[src/rtl/ddr_frame_rd_ctrl_if.sv]
// DDR read-channel and FIFO write-port bundle for the frame read master.
// master = burst controller side, slave = DDR / FIFO side.
interface ddr_frame_rd_ctrl_if #(
  parameter int ADDR_WIDTH       = 28,
  parameter int DATA_WIDTH       = 256,
  parameter int FIFO_DEPTH_WIDTH = 8
);
  logic [ADDR_WIDTH-1:0]     araddr;
  logic [7:0]                arlen;
  logic                      arvalid;
  logic                      arready;
  logic [DATA_WIDTH-1:0]     rdata;
  logic                      rvalid;
  logic                      rlast;
  logic                      rready;
  logic [DATA_WIDTH-1:0]     fifo_wr_data;
  logic                      fifo_wr_en;
  logic [FIFO_DEPTH_WIDTH:0] fifo_wr_level;

  modport master (
    output araddr, arlen, arvalid, rready, fifo_wr_data, fifo_wr_en,
    input  arready, rdata, rvalid, rlast, fifo_wr_level
  );

  modport slave (
    input  araddr, arlen, arvalid, rready, fifo_wr_data, fifo_wr_en,
    output arready, rdata, rvalid, rlast, fifo_wr_level
  );
endinterface

[src/rtl/ddr_frame_rd_ctrl.sv]
// Frame read burst master: walks a DDR frame buffer and streams beats into the FIFO (ping/pong via DDR_FRAME_PINGPONG_EN).
// Latency: one cycle from accepted read beat to fifo_wr_en; bursts are issued in order, one outstanding.
// Backpressure: a burst is issued only when the FIFO can absorb all of it, so rready never stalls mid-burst.
module ddr_frame_rd_ctrl #(
  parameter int ADDR_WIDTH       = 28,
  parameter int DATA_WIDTH       = 256,
  parameter int BURST_LEN        = 16,
  parameter int FIFO_DEPTH_WIDTH = 8,
  parameter int BEATS_WIDTH      = 20,
  parameter logic [ADDR_WIDTH-1:0] FRAME_OFFSET = 28'h0200000
) (
  input  logic                   clk,
  input  logic                   rst,
  input  logic                   frame_start,
  input  logic [ADDR_WIDTH-1:0]  base_addr,
  input  logic [BEATS_WIDTH-1:0] frame_beats,
  output logic                   busy,
  ddr_frame_rd_ctrl_if.master    rd
);

  localparam int LEN_W = 9;
  localparam int LVL_W = FIFO_DEPTH_WIDTH + 10;
  localparam logic [LEN_W-1:0]      MAX_LEN    = LEN_W'(BURST_LEN);
  localparam logic [LVL_W-1:0]      FIFO_DEPTH = LVL_W'(2**FIFO_DEPTH_WIDTH);
  localparam logic [ADDR_WIDTH-1:0] BEAT_BYTES = ADDR_WIDTH'(DATA_WIDTH/8);

  typedef enum logic [2:0] {
    S_IDLE,
    S_CHECK,
    S_ADDR,
    S_DATA,
    S_SETTLE
  } state_t;

  state_t                 state_q, state_d;
  logic [ADDR_WIDTH-1:0]  cur_addr_q, cur_addr_d;
  logic [BEATS_WIDTH-1:0] remaining_q, remaining_d;
  logic [LEN_W-1:0]       burst_len_q, burst_len_d;
  logic                   settle_q, settle_d;
  logic                   pend_q, pend_d;
  logic [ADDR_WIDTH-1:0]  pend_addr_q, pend_addr_d;
  logic [BEATS_WIDTH-1:0] pend_beats_q, pend_beats_d;
  logic                   busy_q, busy_d;
  logic [ADDR_WIDTH-1:0]  araddr_q, araddr_d;
  logic [7:0]             arlen_q, arlen_d;
  logic                   arvalid_q, arvalid_d;
  logic                   rready_q, rready_d;
  logic [DATA_WIDTH-1:0]  wr_data_q, wr_data_d;
  logic                   wr_en_q, wr_en_d;

  logic                   frame_sel;
  logic [ADDR_WIDTH-1:0]  fs_addr;
  logic [LEN_W-1:0]       len_c;
  logic                   room_c;
  logic                   beat_hs;
  logic                   load_frame;
  logic [ADDR_WIDTH-1:0]  load_addr;
  logic [BEATS_WIDTH-1:0] load_beats;

`ifdef DDR_FRAME_PINGPONG_EN
  always_ff @(posedge clk) begin
    if (rst) begin
      frame_sel <= 1'b0;
    end else if (frame_start) begin
      frame_sel <= ~frame_sel;
    end
  end
`else
  assign frame_sel = 1'b0;
`endif

  assign fs_addr = base_addr + (frame_sel ? FRAME_OFFSET : '0);
  assign len_c   = (remaining_q >= BEATS_WIDTH'(BURST_LEN)) ? MAX_LEN : LEN_W'(remaining_q);
  assign room_c  = (LVL_W'(rd.fifo_wr_level) + LVL_W'(len_c)) <= FIFO_DEPTH;
  assign beat_hs = rd.rvalid && rready_q;

  always_ff @(posedge clk) begin
    if (rst) begin
      state_q      <= S_IDLE;
      cur_addr_q   <= '0;
      remaining_q  <= '0;
      burst_len_q  <= '0;
      settle_q     <= 1'b0;
      pend_q       <= 1'b0;
      pend_addr_q  <= '0;
      pend_beats_q <= '0;
      busy_q       <= 1'b0;
      araddr_q     <= '0;
      arlen_q      <= '0;
      arvalid_q    <= 1'b0;
      rready_q     <= 1'b0;
      wr_data_q    <= '0;
      wr_en_q      <= 1'b0;
    end else begin
      state_q      <= state_d;
      cur_addr_q   <= cur_addr_d;
      remaining_q  <= remaining_d;
      burst_len_q  <= burst_len_d;
      settle_q     <= settle_d;
      pend_q       <= pend_d;
      pend_addr_q  <= pend_addr_d;
      pend_beats_q <= pend_beats_d;
      busy_q       <= busy_d;
      araddr_q     <= araddr_d;
      arlen_q      <= arlen_d;
      arvalid_q    <= arvalid_d;
      rready_q     <= rready_d;
      wr_data_q    <= wr_data_d;
      wr_en_q      <= wr_en_d;
    end
  end

  always_comb begin
    state_d      = state_q;
    cur_addr_d   = cur_addr_q;
    remaining_d  = remaining_q;
    burst_len_d  = burst_len_q;
    settle_d     = settle_q;
    pend_d       = pend_q;
    pend_addr_d  = pend_addr_q;
    pend_beats_d = pend_beats_q;
    busy_d       = busy_q;
    araddr_d     = araddr_q;
    arlen_d      = arlen_q;
    arvalid_d    = arvalid_q;
    rready_d     = rready_q;
    wr_data_d    = wr_data_q;
    wr_en_d      = 1'b0;
    load_frame   = 1'b0;
    load_addr    = fs_addr;
    load_beats   = frame_beats;

    // A frame request while busy is parked; the newest request always wins.
    if (frame_start && (state_q != S_IDLE)) begin
      pend_d       = 1'b1;
      pend_addr_d  = fs_addr;
      pend_beats_d = frame_beats;
    end

    case (state_q)
      S_IDLE: begin
        load_frame = frame_start;
      end

      S_CHECK: begin
        if (pend_q) begin
          // Abandon the old frame before it issues another burst.
          load_frame = 1'b1;
          load_addr  = pend_addr_q;
          load_beats = pend_beats_q;
          pend_d     = frame_start;
        end else if (room_c) begin
          araddr_d    = cur_addr_q;
          arlen_d     = 8'(len_c - 1'b1);
          arvalid_d   = 1'b1;
          burst_len_d = len_c;
          state_d     = S_ADDR;
        end
      end

      S_ADDR: begin
        if (rd.arready) begin
          arvalid_d = 1'b0;
          rready_d  = 1'b1;
          state_d   = S_DATA;
        end
      end

      S_DATA: begin
        if (beat_hs) begin
          wr_data_d = rd.rdata;
          wr_en_d   = 1'b1;
          if (rd.rlast) begin
            rready_d    = 1'b0;
            remaining_d = remaining_q - BEATS_WIDTH'(burst_len_q);
            cur_addr_d  = cur_addr_q + ADDR_WIDTH'(burst_len_q) * BEAT_BYTES;
            settle_d    = 1'b0;
            state_d     = S_SETTLE;
          end
        end
      end

      S_SETTLE: begin
        // Two idle cycles let the FIFO level catch up with the last writes.
        if (!settle_q) begin
          settle_d = 1'b1;
        end else if (frame_start) begin
          load_frame = 1'b1;
          pend_d     = 1'b0;
        end else if (pend_q) begin
          load_frame = 1'b1;
          load_addr  = pend_addr_q;
          load_beats = pend_beats_q;
          pend_d     = 1'b0;
        end else if (remaining_q == '0) begin
          busy_d  = 1'b0;
          state_d = S_IDLE;
        end else begin
          state_d = S_CHECK;
        end
      end

      default: begin
        state_d = S_IDLE;
      end
    endcase

    if (load_frame) begin
      cur_addr_d  = load_addr;
      remaining_d = load_beats;
      if (load_beats == '0) begin
        busy_d  = 1'b0;
        state_d = S_IDLE;
      end else begin
        busy_d  = 1'b1;
        state_d = S_CHECK;
      end
    end
  end

  assign busy            = busy_q;
  assign rd.araddr       = araddr_q;
  assign rd.arlen        = arlen_q;
  assign rd.arvalid      = arvalid_q;
  assign rd.rready       = rready_q;
  assign rd.fifo_wr_data = wr_data_q;
  assign rd.fifo_wr_en   = wr_en_q;

endmodule

[src/flat_wrapper.sv]
// flat-port wrapper written by rule: the top's interface ports become plain ports
module ddr_frame_rd_ctrl_flat 
#(
  parameter int ADDR_WIDTH       = 28,
  parameter int DATA_WIDTH       = 256,
  parameter int BURST_LEN        = 16,
  parameter int FIFO_DEPTH_WIDTH = 8,
  parameter int BEATS_WIDTH      = 20,
  parameter logic [ADDR_WIDTH-1:0] FRAME_OFFSET = 28'h0200000
)
  (clk, rst, frame_start, base_addr, frame_beats, busy, rd_araddr, rd_arlen, rd_arvalid, rd_rready, rd_fifo_wr_data, rd_fifo_wr_en, rd_arready, rd_rdata, rd_rvalid, rd_rlast, rd_fifo_wr_level);
  ddr_frame_rd_ctrl_if #(.ADDR_WIDTH(ADDR_WIDTH), .DATA_WIDTH(DATA_WIDTH), .FIFO_DEPTH_WIDTH(FIFO_DEPTH_WIDTH)) rd_i ();
  input  logic clk;
  input  logic rst;
  input  logic frame_start;
  input  logic [ADDR_WIDTH-1:0] base_addr;
  input  logic [BEATS_WIDTH-1:0] frame_beats;
  output logic busy;
  output wire logic [$bits(rd_i.araddr)-1:0] rd_araddr;
  output wire logic [$bits(rd_i.arlen)-1:0] rd_arlen;
  output wire logic [$bits(rd_i.arvalid)-1:0] rd_arvalid;
  output wire logic [$bits(rd_i.rready)-1:0] rd_rready;
  output wire logic [$bits(rd_i.fifo_wr_data)-1:0] rd_fifo_wr_data;
  output wire logic [$bits(rd_i.fifo_wr_en)-1:0] rd_fifo_wr_en;
  input wire logic [$bits(rd_i.arready)-1:0] rd_arready;
  input wire logic [$bits(rd_i.rdata)-1:0] rd_rdata;
  input wire logic [$bits(rd_i.rvalid)-1:0] rd_rvalid;
  input wire logic [$bits(rd_i.rlast)-1:0] rd_rlast;
  input wire logic [$bits(rd_i.fifo_wr_level)-1:0] rd_fifo_wr_level;
  assign rd_araddr = rd_i.araddr;
  assign rd_arlen = rd_i.arlen;
  assign rd_arvalid = rd_i.arvalid;
  assign rd_rready = rd_i.rready;
  assign rd_fifo_wr_data = rd_i.fifo_wr_data;
  assign rd_fifo_wr_en = rd_i.fifo_wr_en;
  assign rd_i.arready = rd_arready;
  assign rd_i.rdata = rd_rdata;
  assign rd_i.rvalid = rd_rvalid;
  assign rd_i.rlast = rd_rlast;
  assign rd_i.fifo_wr_level = rd_fifo_wr_level;
  ddr_frame_rd_ctrl #(.ADDR_WIDTH(ADDR_WIDTH), .DATA_WIDTH(DATA_WIDTH), .BURST_LEN(BURST_LEN), .FIFO_DEPTH_WIDTH(FIFO_DEPTH_WIDTH), .BEATS_WIDTH(BEATS_WIDTH), .FRAME_OFFSET(FRAME_OFFSET)) u_core (.clk(clk), .rst(rst), .frame_start(frame_start), .base_addr(base_addr), .frame_beats(frame_beats), .busy(busy), .rd(rd_i));
endmodule
[config.mk]
export PLATFORM = sky130hd
export DESIGN_NAME = ddr_frame_rd_ctrl_flat
export DESIGN_NICKNAME = d
export VERILOG_FILES = /design/src/rtl/ddr_frame_rd_ctrl_if.sv /design/src/rtl/ddr_frame_rd_ctrl.sv /design/src/flat_wrapper.sv
export SDC_FILE = /design/constraint.sdc
export NUM_CORES = 1
export LEC_CHECK = 0
export CAP_MARGIN = 20
export CELL_PAD_IN_SITES_DETAIL_PLACEMENT = 2
export CELL_PAD_IN_SITES_GLOBAL_PLACEMENT = 2
export CORE_ASPECT_RATIO = 1.5
export CORE_MARGIN = 2
export CORE_UTILIZATION = 22
export DETAILED_ROUTE_END_ITERATION = 8
export GPL_ROUTABILITY_DRIVEN = 0
export PLACE_DENSITY = 0.85
export SLEW_MARGIN = 20
export SYNTH_ARGS = -nofsm -noshare
export SYNTH_HDL_FRONTEND = slang
export SYNTH_SLANG_ARGS = --single-unit
[constraint.sdc]
create_clock -name clk -period 3.55 [get_ports clk]
set_input_delay 0.355 -clock clk [delete_from_list [all_inputs] [get_ports clk]]
set_output_delay 0.355 -clock clk [all_outputs]
set_load 0.005 [all_outputs]
==> results_dict.tcl <==
set metrics [dict create \
    grt_pass1_wl_mm 138.6 \
    synth_cell_types 69 \
    intPower_mw 8.319 \
    die_height_um 342.2 \
    numCtsBuffers 45 \
    core_um2 75870 \
    power_density_nw_per_um2 437.6 \
    postSynthAreaPerCell_um2 7.730 \
    hold_viol 0 \
    grt_overflow 0 \
    yosysTopAreaCellShare_pct 48.46 \
    outcome "finished with violations" \
    route.detailed.drc 0 \
    worst_pin_slew_ns 3.460 \
    final_antenna_net_count 0 \
    synthArstFlopShare_pct 0 \
    final_cells 3806 \
    use_met3_pct 6.608 \
    syn_to_final_growth_pct 57.56 \
    drtIter0Drc 909 \
    fin_hold_ws_ns 0.1213 \
    switching_share_pct 28.07 \
    synth-warning-count 0 \
    p_sw_mw 3.247 \
    gr-usage-met2_pct 40.32 \
    yosysSeqAreaShare_pct 48.46 \
    dominantRegCellSynth "dfxtp_1" \
    maxCapViolCount 0 \
    crit_fanout 8 \
    layout_setup_ws_ns -0.3305 \
    cts_max_level 2 \
    rsz0062_at_grt "yes" \
    final_cell_area_um2 26430 \
    fp.dieW_um 229.5 \
    ioPinCount 615 \
    clock_skew_ns 0.01836 \
    wl_per_cell_um 26.18 \
    fin_crit_sh_pct 109.3 \
    dp.cells 3702 \
    power_mw 11.57 \
    pwr-share-clk_pct 42.7 \
    clkLatencyLatePin_ns 0.59 \
    fmax_ghz 0.2577 \
    synthTopCellsByArea "dfxtp_1 (48%), nand2_1 (16%), a21oi_1 (12%)" \
    syn_area_um2 16770 \
    port_buffers 614 \
    layout.nets 3109 \
    start_util_pct 22.11 \
    clk_pin_slew_worst_paths_ns 0.07 \
    mostFrequentLayoutCell "nand2_1" \
    dr.pass1.iters 5 \
    globalRouteTotalUtil_pct 23.69 \
    die-area_um2 78510 \
    ir_worst_vdd_v 0.0003103 \
    max_stage_delay_ns 0.42 \
    end_kind "flop" \
    synth_top_area_cell "dfxtp_1" \
    min_from "rst" \
    violations "slew limit, setup timing" \
    antenna_found_initial 14 \
    slew_headroom_pct -130.7 \
    cts_root_buf "clkbuf_16" \
    dp_hpwl_mm 72.03 \
    crit_path_start_kind "flop" \
    clock-sinks 406 \
    globalRoute.busiestLayer "met2" \
    dpl_cell_area_um2 24230 \
    min_period_ns 3.881 \
    r2r_start "u_core.remaining_q[12]" \
    worstPathArrival_ns 4.32 \
    slew_viol_final 72 \
    crit_chain "nor4_4 > and4_1 > buf_6 > nand2_4 > inv_4 > ha_4 > fa_2 > o211ai_1 > o21ai_0 > xnor2_1 > o2111ai_2 > o31a_4 > buf_6 > o31ai_1 > a21oi_1" \
    setup_viol 48 \
    drive_gt1_share_pct 9.531 \
    crit_start "u_core.remaining_q[12]" \
    p_comb_share_pct 15.4 \
    row_count 124 \
    cp_common_cell "buf_6" \
    grt_max_degree 204 \
    synth_edf_count 0 \
    final_cell_mix "nand2_1 (726), clkdlybuf4s50_1 (613), dfxtp_1 (396)" \
    viasPerCell 4.962 \
    crit_slowest_cell "o21ai_0" \
    clock_path_buffers 3 \
    synth_cells 2170 \
    seqPwrFrac_pct 41.9 \
    cts_tree "done" \
    p_leak_nw 8.950 \
    synth-seq-cells 406 \
    met1_usage_pct 26.74 \
    required_ns 3.99 \
    path_class "reg -> reg" \
    drt-total-wl_mm 99.66 \
    first_global_vias 20450 \
    hold_path_class "in -> reg" \
    vias 18890 \
]
-- cells in the mapped netlist, drive strengths merged (3+ instances only) --
master / instances
and3: 7
inv: 25
nand2b: 9
fa: 3
nor2: 55
dfxtp: 406
o21ai: 22
a311oi: 12
mux2i: 13
mux2: 4
clkbuf: 142
nor2b: 13
nand4: 37
o31a: 4
a221oi: 6
xor2: 7
o31ai: 33
nor3: 24
a31o: 3
a21oi: 404
o21a: 11
or4: 3
or2: 5
nand3: 17
nand2: 728
o22ai: 10
a41oi: 3
nor3b: 3
buf: 25
xnor2: 19
o211ai: 5
a31oi: 21
a21boi: 3
ha: 28
a211oi: 11
and2: 4
nor4: 21
-- through the flow --
step                      util [%]  TNS, ns  worst slack [ns]
final                        34.84   -8.427           -0.3305
after global routing         34.83   -12.18           -0.3680
after CTS                    34.36        0          0.002152
after detailed placement     31.94   -11.43           -0.3116
after global placement       31.94   -3.869           -0.1379
after floorplan                  -        0            0.2474
-- layout make-up --
cell class	instances	area, um^2
Tap cell	1008	1261
Sequential cell	406	8140
Antenna cell	7	17.52
Clock inverter	15	207.7
Timing Repair Buffer	706	7022
Inverter	26	102.6
Multi-Input combinational cell	1574	8391
Fill cell	8457	49440
Clock buffer	64	1287
-- power groups by stage --
stage	clock network [mW]	registers, mW	logic, mW
2_1_floorplan	0	4.86	0.728
3_3_place_gp	0	4.91	1.49
3_5_place_dp	0	4.92	1.53
4_1_cts	5.05	4.83	1.66
5_1_grt	5.22	4.85	1.90
6_report	4.94	4.84	1.78
-- critical path, delay by kind of cell, from the launching register on --
kind | cells | cell delay (ns)
XOR/XNOR | 1 | 0.23
AO/OA/AOI/OAI | 6 | 1.73
buffers and inverters | 3 | 0.41
flip-flops | 1 | 0.34
adder cells (fa/ha/maj) | 2 | 0.40
AND/OR/NAND/NOR | 3 | 0.60
-- final timing paths --
| kind | to | slack (ns) | depth (start not counted) |
|---|---|---|---|
| max | u_core.rd.araddr[11] | -0.33 | 15 |
| min | u_core.pend_beats_q[14] | 0.12 | 2 |
| max reg2reg | u_core.rd.araddr[11] | -0.33 | 15 |
| min reg2reg | u_core.pend_beats_q[18] | 0.46 | 2 |
-- flip-flops by register name, indices dropped and copies added (netlist names) --
register	count
u_core.rd.fifo_wr_data	256
u_core.cur_addr_q	28
u_core.pend_addr_q	28
u_core.rd.araddr	28
u_core.pend_beats_q	20
u_core.remaining_q	20
u_core.burst_len_q	9
u_core.rd.arlen	8
u_core.state_q	3
u_core.busy	1
u_core.pend_q	1
u_core.rd.arvalid	1
u_core.rd.fifo_wr_en	1
u_core.rd.rready	1
u_core.settle_q	1
-- layer usage --
metal / routed length, um / up-vias
met5: 63 / -
met4: 6227 / 10
met3: 6845 / 229
met2: 47950 / 710
met1: 38570 / 9414
li1: - / 8524
-- what timing repair did --
action                     in CTS  in global routing
hold buffers                    0                  0
setup buffers                  10                  6
pin swaps                      24                 24
gates resized for setup        51                 63
setup endpoints to repair      48                 48
cloned                          2                  1
-- cell families after synthesis --
family	after synthesis	share of synthesized area (%)
AND/OR/NAND/NOR	934	23.14
AO/OA/AOI/OAI	562	18.97
buffers and inverters	193	4.565
flip-flops	406	48.46
adder cells (fa/ha/maj)	31	2.447
XOR/XNOR	26	1.358
multiplexers	17	1.044
other	1	0.02236
(Power assumes the default switching activity.)
